### src/rtl/adder_pkg.sv
// rtl/adder_pkg.sv - mode encoding and default width for the adder/accumulator
package adder_pkg;

    localparam int ADDER_DEFAULT_WIDTH = 8;

    typedef enum logic [1:0] {
        MODE_ADD = 2'b00,
        MODE_SUB = 2'b01,
        MODE_ACC = 2'b10,
        MODE_CLR = 2'b11
    } mode_e;

endpackage

### src/rtl/adder_core.sv
// rtl/adder_core.sv - combinational WIDTH-bit add/subtract with carry/borrow and signed overflow
module adder_core #(
    parameter int WIDTH = 8
) (
    input  logic [WIDTH-1:0] a_i,
    input  logic [WIDTH-1:0] b_i,
    input  logic             sub_i,
    output logic [WIDTH-1:0] res_o,
    output logic             carry_o,
    output logic             ovf_o
);

    logic [WIDTH:0] ext;

    // The extra top bit is the carry for add and the borrow for subtract.
    always_comb begin
        if (sub_i) begin
            ext = {1'b0, a_i} - {1'b0, b_i};
        end else begin
            ext = {1'b0, a_i} + {1'b0, b_i};
        end
    end

    assign res_o   = ext[WIDTH-1:0];
    assign carry_o = ext[WIDTH];

    always_comb begin
        if (sub_i) begin
            ovf_o = (a_i[WIDTH-1] != b_i[WIDTH-1]) && (res_o[WIDTH-1] != a_i[WIDTH-1]);
        end else begin
            ovf_o = (a_i[WIDTH-1] == b_i[WIDTH-1]) && (res_o[WIDTH-1] != a_i[WIDTH-1]);
        end
    end

endmodule

### src/rtl/adder_accum.sv
// rtl/adder_accum.sv - handshaked add/sub/accumulate unit; ADDER_ACCUM_SAT_EN enables unsigned saturation
module adder_accum #(
    parameter int WIDTH = adder_pkg::ADDER_DEFAULT_WIDTH
) (
    input  logic             wb_clk_i,
    input  logic             wb_rst_ni,
    input  logic             in_valid_i,
    output logic             in_ready_o,
    input  logic [1:0]       mode_i,
    input  logic [WIDTH-1:0] a_in,
    input  logic [WIDTH-1:0] b_in,
    output logic             out_valid_o,
    input  logic             out_ready_i,
    output logic [WIDTH-1:0] sum,
    output logic             carry_o,
    output logic             ovf_o,
    output logic [WIDTH-1:0] acc_o
);

    import adder_pkg::*;

    mode_e            mode;
    logic             accept;
    logic             out_valid_q, out_valid_d;
    logic [WIDTH-1:0] sum_q, sum_d;
    logic             carry_q, carry_d;
    logic             ovf_q, ovf_d;
    logic [WIDTH-1:0] acc_q, acc_d;

    logic [WIDTH-1:0] core_a, core_b, core_res;
    logic             core_sub, core_carry, core_ovf;

    assign mode       = mode_e'(mode_i);
    assign in_ready_o = !out_valid_q || out_ready_i;
    assign accept     = in_valid_i && in_ready_o;

    always_comb begin
        core_a   = a_in;
        core_b   = b_in;
        core_sub = 1'b0;
        case (mode)
            MODE_SUB: core_sub = 1'b1;
            MODE_ACC: begin
                core_a = acc_q;
                core_b = a_in;
            end
            default: ;
        endcase
    end

    adder_core #(.WIDTH(WIDTH)) u_core (
        .a_i     (core_a),
        .b_i     (core_b),
        .sub_i   (core_sub),
        .res_o   (core_res),
        .carry_o (core_carry),
        .ovf_o   (core_ovf)
    );

    always_comb begin
        sum_d   = core_res;
        carry_d = core_carry;
        ovf_d   = core_ovf;
`ifdef ADDER_ACCUM_SAT_EN
        // Flags keep reporting the raw operation; only the value is clamped.
        if (core_carry) begin
            if (mode == MODE_SUB) begin
                sum_d = '0;
            end else if (mode != MODE_CLR) begin
                sum_d = {WIDTH{1'b1}};
            end
        end
`endif
        acc_d = acc_q;
        case (mode)
            MODE_ACC: acc_d = sum_d;
            MODE_CLR: begin
                sum_d   = '0;
                carry_d = 1'b0;
                ovf_d   = 1'b0;
                acc_d   = '0;
            end
            default: ;
        endcase
    end

    always_comb begin
        out_valid_d = out_valid_q;
        if (accept) begin
            out_valid_d = 1'b1;
        end else if (out_ready_i) begin
            out_valid_d = 1'b0;
        end
    end

    always_ff @(posedge wb_clk_i or negedge wb_rst_ni) begin
        if (!wb_rst_ni) begin
            out_valid_q <= 1'b0;
            sum_q       <= '0;
            carry_q     <= 1'b0;
            ovf_q       <= 1'b0;
            acc_q       <= '0;
        end else begin
            out_valid_q <= out_valid_d;
            if (accept) begin
                sum_q   <= sum_d;
                carry_q <= carry_d;
                ovf_q   <= ovf_d;
                acc_q   <= acc_d;
            end
        end
    end

    assign out_valid_o = out_valid_q;
    assign sum         = sum_q;
    assign carry_o     = carry_q;
    assign ovf_o       = ovf_q;
    assign acc_o       = acc_q;

endmodule

### config.mk
export PLATFORM = sky130hd
export DESIGN_NAME = adder_accum
export DESIGN_NICKNAME = d
export VERILOG_FILES = /design/src/rtl/adder_pkg.sv /design/src/rtl/adder_core.sv /design/src/rtl/adder_accum.sv
export SDC_FILE = /design/constraint.sdc
export NUM_CORES = 1
export LEC_CHECK = 0
export BUFFER_PORTS_ARGS = -buffer_cell sky130_fd_sc_hd__buf_2
export CAP_MARGIN = 10
export CORE_UTILIZATION = 45
export CTS_CLUSTER_DIAMETER = 80
export DETAILED_ROUTE_END_ITERATION = 8
export PLACE_DENSITY = 0.71
export SKIP_LAST_GASP = 1
export SYNTH_ARGS = -nofsm -noshare
export SYNTH_HDL_FRONTEND = slang
export SYNTH_SLANG_ARGS = --single-unit
### constraint.sdc
create_clock -name wb_clk_i -period 4.2 [get_ports wb_clk_i]
set_input_delay 0.84 -clock wb_clk_i [delete_from_list [all_inputs] [get_ports wb_clk_i]]
set_output_delay 0.84 -clock wb_clk_i [all_outputs]
set_load 0.05 [all_outputs]
==> results of run 1 <==
## path summary, 6_finish.rpt
| kind | endpoint | slack (ps) | depth (start not counted) |
|---|---|---|---|
| max in group asynchronous | acc_o[4]$_DFFE_PN0P_ | 3390 | 1 |
| hold reg to reg | sum[1]$_DFFE_PN0P_ | 460 | 2 |
| setup reg to reg | carry_o$_DFFE_PN0P_ | 1820 | 10 |
| setup / recovery | ovf_o$_DFFE_PN0P_ | 570 | 13 |
| min in group asynchronous | out_valid_o$_DFFE_PN0P_ | 510 | 1 |
| hold / removal | sum[1]$_DFFE_PN0P_ | 460 | 2 |
## power breakdown
part	internal, mW	total [mW]	switching, mW
combinational	0.141	0.488	0.346
clock	0.0672	0.122	0.0549
sequential	0.232	0.265	0.0329
total	0.441	0.875	0.434
## registers in the layout, summed over array words and instances, names as in the netlist
| signal | flops |
|---|---|
| acc_o | 8 |
| carry_o | 1 |
| out_valid_o | 1 |
| ovf_o | 1 |
| sum | 8 |
## critical path, delay by kind of cell
kind	cells	cell delay, ps
and+or+nand+nor	6	1030
AOI/OAI and AO/OA	3	730
adders and majority gates	2	530
muxes	1	420
buffers and inverters	1	230
## layout make-up
cell class              instances  share of cell area, %
flip-flops and latches         19                  23.50
clock buffers                   4                  2.226
multi-input cells             187                  58.57
well taps                      48                  2.968
inverters                       4                 0.7421
repair buffers                 46                  12.00
## layout by cell type, fill, tap and decap left out, drive strengths merged, types with 3 or more instances in the layout
cell type	Yosys	layout
nand2	57	57
buf	7	46
dfrtp	19	19
o21ai	16	16
nor2	13	13
o31ai	10	10
a21oi	10	10
ha	8	8
nand2b	8	8
mux2i	7	7
xor2	6	6
nor2b	5	5
or3	5	5
maj3	5	5
inv	4	4
nand3	4	4
clkbuf	4	4
and2	3	3
a31oi	3	3
a211oi	3	3
## per-layer routing
layer  vias up  global-route usage, %
met4         0                  1.944
li1        855                      -
met3         2                  3.393
met2        48                  35.51
met5         -                      0
met1       798                  26.92
## metrics by stage
stage	cells	util, %
after floorplan	221	-
after global placement	304	53.63
after detailed placement	304	53.63
after CTS	308	54.85
after global routing	308	54.85
final	308	54.85
## logic make-up after synthesis
family                     synth area share, %
AOI/OAI and AO/OA                        20.77
xor gates and xnor gates                 4.038
adders and majority gates                10.02
buffers and inverters                    4.325
DFF                                      27.40
muxes                                    4.759
and+or+nand+nor                          28.70
==> flow_metrics.tcl, run 1 <==
set metrics [dict create \
    status "completed" \
    hold_violations 0 \
    drtIter0Drc 106 \
    syn-num-nets 252 \
    max_freq_mhz 275.2 \
    vdd_drop_max_v 0.0003008 \
    critPathLaunchType "input port" \
    io_buffers 41 \
    critical_path_class "input port to flip-flop" \
    preCtsSetupSlack_ps 281.6 \
    yosysMostFrequentCell "nand2_1" \
    die_height_microns 64.10 \
    setup_viol 0 \
    synth-edff-count 0 \
    tightest_slew_ps 454.3 \
    relSlewSlack_pct 69.64 \
    grt_use_total_pct 20.24 \
    crit_fanout 16 \
    ant_nets 0 \
    cp-end-kind "flip-flop" \
    dpl_cell_area_sq_um 1978 \
    cpMaxStageDelayCell "mux2i_4" \
    synthArstFlopShare_pct 100.0 \
    cp_data_arrival_time_ps 3810 \
    initial_core_util_pct 47.05 \
    synth_warnings 0 \
    cp_data_required_time_ps 4370 \
    hp-class "flip-flop to flip-flop" \
    synth_area_per_cell_sq_um 7.853 \
    synth_top_area_share_pct 27.40 \
    wl_per_cell_microns 12.99 \
    grt_max_degree 20 \
    fin_worst_skew_ps 2.212 \
    period_needed_ps 3634 \
    cts.htree.levels 1 \
    clock_latency_ps 250 \
    rsz0062_at_grt "false" \
    grt_overflow 0 \
    crit_chain "buf_2 > nand2b_4 > mux2i_4 > nor2_2 > maj3_2 > a21oi_1 > ha_1 > nand3_1 > and3_1 > and4_1 > a211oi_1 > nand4b_1 > a31oi_1" \
    slew_viol_final 0 \
    postCtsResizedCells 0 \
    antenna_found_initial 0 \
    wl_microns 4000 \
    synth-main-ff-cell "dfrtp_1" \
    powerDensity_nw_per_um2 432.5 \
    finalPower_uw 875.0 \
    syn_inst 221 \
    synthTopCellsByArea "dfrtp_1 (27%), nand2_1 (12%), ha_1 (5.8%), o21ai_0 (4.6%), o31ai_1 (4.3%)" \
    cpPeakStageDelay_ps 420 \
    power.leakage_nw 0.9553 \
    hp-start "sum[1]$_DFFE_PN0P_" \
    routed-wl-met2_microns 1953 \
    highest_layer "met4" \
    cts.path.max_buffers 2 \
    nFillCells 392 \
    hold_buffers 0 \
    antenna_cells 0 \
    wl_met1_microns 1856 \
    syn_to_final_growth_pct 16.58 \
    synth-seq-cells 19 \
    synth_top_area_cell "dfrtp_1" \
    drtPass1Iterations 4 \
    startpoint "mode_i[0]" \
    drive_above_1_share_pct 23.85 \
    cts_root_buf "clkbuf_8" \
    regArea_sq_um 475.5 \
    die_area_sq_um 4109 \
    coreArea_sq_um 3689 \
    fin_crit_sh_pct 86.52 \
    clock_sinks 19 \
    fin_area_sq_um 2023 \
    finalWeightedCongestion 0.8430 \
    finalSetupTns_ps 0 \
    numCtsBuffers 3 \
    synth_cell_type_count 50 \
    cap_violations 0 \
    nNetsFinal 292 \
    fin_ws_ps 566.0 \
    r2r_start "acc_o[0]$_DFFE_PN0P_" \
    holdWs_ps 464.2 \
    grt_pass1_vias 1540 \
    die_w_microns 64.10 \
    wl_met3_microns 167 \
    grt_pass1_wl_microns 6768 \
    postCtsSetupBuffers 0 \
    ys_seq_area_share_pct 27.40 \
    clk_pin_slew_ps 70 \
    synth_area_sq_um 1735 \
    fp-row-count 22 \
    multi_input_area_sq_um 1185 \
    io_pins 42 \
    route.detailed.drc 0 \
    cts_tree "yes" \
    synth_commonest_cells "nand2_1 (57), dfrtp_1 (19), o21ai_0 (16)" \
    vias 1703 \
    viasPerCell 5.529 \
    dp_hpwl_microns 3200 \
]
No activity file was read; power rests on OpenSTA's default activity.
==> run 2, diff against run 1 <==
--- a/config.mk
+++ b/config.mk
@@ -7,10 +7,12 @@
 export LEC_CHECK = 0
 export BUFFER_PORTS_ARGS = -buffer_cell sky130_fd_sc_hd__buf_2
 export CAP_MARGIN = 10
-export CORE_UTILIZATION = 45
+export CELL_PAD_IN_SITES_DETAIL_PLACEMENT = 1
+export CELL_PAD_IN_SITES_GLOBAL_PLACEMENT = 1
+export CORE_UTILIZATION = 42
 export CTS_CLUSTER_DIAMETER = 80
 export DETAILED_ROUTE_END_ITERATION = 8
-export PLACE_DENSITY = 0.71
+export PLACE_DENSITY = 0.87
 export SKIP_LAST_GASP = 1
 export SYNTH_ARGS = -nofsm -noshare
 export SYNTH_HDL_FRONTEND = slang
==> run 2 against run 1 <==
  * Die area increased by 6.9%
  * Sequential cell count did not move
  * Sequential share of layout area shrank 0.12 points
  * Clock skew is essentially flat
  * Maximum frequency up 1.7%
  * Combinational power up 2%
  * Critical path depth is 1 higher
  * Highest routed layer unchanged
  * Global-route usage increased by 2.9 points
==> flow_metrics.tcl, run 2 (synthesis results as in run 1) <==
set metrics [dict create \
    status "completed" \
    viasPerCell 5.650 \
    grt_pass1_vias 1740 \
    crit_chain "buf_2 > nor2b_1 > nor3_1 > a21oi_1 > nor2_2 > maj3_2 > a21oi_1 > ha_1 > nand3_1 > and3_1 > and4_1 > a211oi_1 > nand4b_1 > a31oi_1" \
    cap_violations 0 \
    cp_data_required_time_ps 4380 \
    cpMaxStageDelayCell "nor2b_1" \
    setup_viol 0 \
    clock_sinks 19 \
    syn_to_final_growth_pct 17.16 \
    initial_core_util_pct 43.70 \
    wl_met1_microns 2109 \
    wl_met3_microns 145 \
    nFillCells 539 \
    fin_crit_sh_pct 85.07 \
    dp_hpwl_microns 3822 \
    cp_common_cell "a21oi_1" \
    max_freq_mhz 279.9 \
    final_cell_mix "nand2_1 (57), buf_2 (41), dfrtp_1 (19)" \
    vias 1757 \
    drtIter0Drc 47 \
    power.leakage_nw 0.9598 \
    tightest_slew_ps 502.5 \
    vdd_drop_max_v 0.0003238 \
    finalPower_uw 892.5 \
    powerDensity_nw_per_um2 439.0 \
    cpPeakStageDelay_ps 450 \
    coreArea_sq_um 3971 \
    postCtsSetupBuffers 0 \
    grt_pass1_wl_microns 7852 \
    relSlewSlack_pct 66.30 \
    ant_nets 0 \
    cts.htree.levels 1 \
    hold_violations 0 \
    drtPass1Iterations 4 \
    die_w_microns 66.28 \
    period_needed_ps 3573 \
    io_buffers 41 \
    routed-wl-met2_microns 2479 \
    grt_overflow 0 \
    cts_root_buf "clkbuf_8" \
    finalSetupTns_ps 0 \
    wl_microns 4770 \
    hp-class "flip-flop to flip-flop" \
    io_pins 42 \
    slew_viol_final 0 \
    highest_layer "met4" \
    die_area_sq_um 4393 \
    crit_fanout 9 \
    postCtsResizedCells 0 \
    cts_tree "yes" \
    route.detailed.drc 0 \
    wl_per_cell_microns 15.34 \
    hold_buffers 0 \
    antenna_cells 0 \
    finalNonFillerCells 311 \
    final_util_pct 51.20 \
    finalWeightedCongestion 0.8873 \
    critical_path_class "input port to flip-flop" \
    grt_max_degree 20 \
    antenna_found_initial 0 \
    grt_use_total_pct 23.19 \
    cp_data_arrival_time_ps 3750 \
    cp-end-kind "flip-flop" \
    layout_commonest_cell "nand2_1" \
    die_height_microns 66.28 \
    nNetsFinal 293 \
    clock_latency_ps 260 \
    clk_pin_slew_ps 70 \
    placedCellCount 307 \
    cts.path.max_buffers 2 \
    numCtsBuffers 3 \
    drive_above_1_share_pct 24.14 \
    rsz0062_at_grt "false" \
    critPathLaunchType "input port" \
    fp-row-count 23 \
    fin_worst_skew_ps 2.564 \
]
[run 2: cell types whose count changed in the layout (fill, tap and decap cells not counted)]
cell / before / now
buf_4: 5 / 6
[run 2: metrics by stage]
step | hold WS, ps | worst slack (ps) | instance area (sq um)
after CTS | 488.1 | 646.9 | 2033
after floorplan | 544.4 | 722.0 | 1735
after global routing | 518.0 | 327.3 | 2033
after detailed placement | 461.6 | 377.8 | 1988
after global placement | 445.4 | 566.9 | 1988
final | 483.5 | 627.0 | 2033
[run 2: metal layers]
metal	GRT usage, %	up-vias
met2	42.60	29
met3	4.138	6
li1	-	862
met4	3.191	0
met1	28.47	860
met5	0	-
[run 2: path summary, 6_finish.rpt]
kind	cells past startpoint	from	end	slack, ps
max in group asynchronous	1	wb_rst_ni	acc_o[7]$_DFFE_PN0P_	3390
min in group asynchronous	1	wb_rst_ni	sum[2]$_DFFE_PN0P_	510
setup / recovery	14	mode_i[1]	ovf_o$_DFFE_PN0P_	630
setup reg to reg	10	acc_o[0]$_DFFE_PN0P_	carry_o$_DFFE_PN0P_	1760
hold / removal	2	sum[6]$_DFFE_PN0P_	sum[6]$_DFFE_PN0P_	480
hold reg to reg	2	sum[6]$_DFFE_PN0P_	sum[6]$_DFFE_PN0P_	480
[run 2: critical path: cells and delay by family]
family / cells / cell delay, ps
AOI/OAI and AO/OA: 4 / 950
adders and majority gates: 2 / 550
buffers and inverters: 1 / 190
and+or+nand+nor: 7 / 1230
[run 2: report_power, final]
group	total [mW]	switching, mW	internal [mW]	leakage (nW)
combinational	0.499	0.357	0.142	0.697
sequential	0.266	0.0336	0.232	0.240
clock	0.127	0.0598	0.0675	0.0228
total	0.892	0.450	0.442	0.960
[run 2: area by class of cell]
class	count	area [sq um]	share of cell area, %
Multi-Input combinational cell	187	1185	58.28
Sequential cell	19	475.5	23.38
Timing Repair Buffer	47	250.2	12.31
Tap cell	50	62.56	3.077
Clock buffer	4	45.04	2.215
Inverter	4	15.01	0.7385
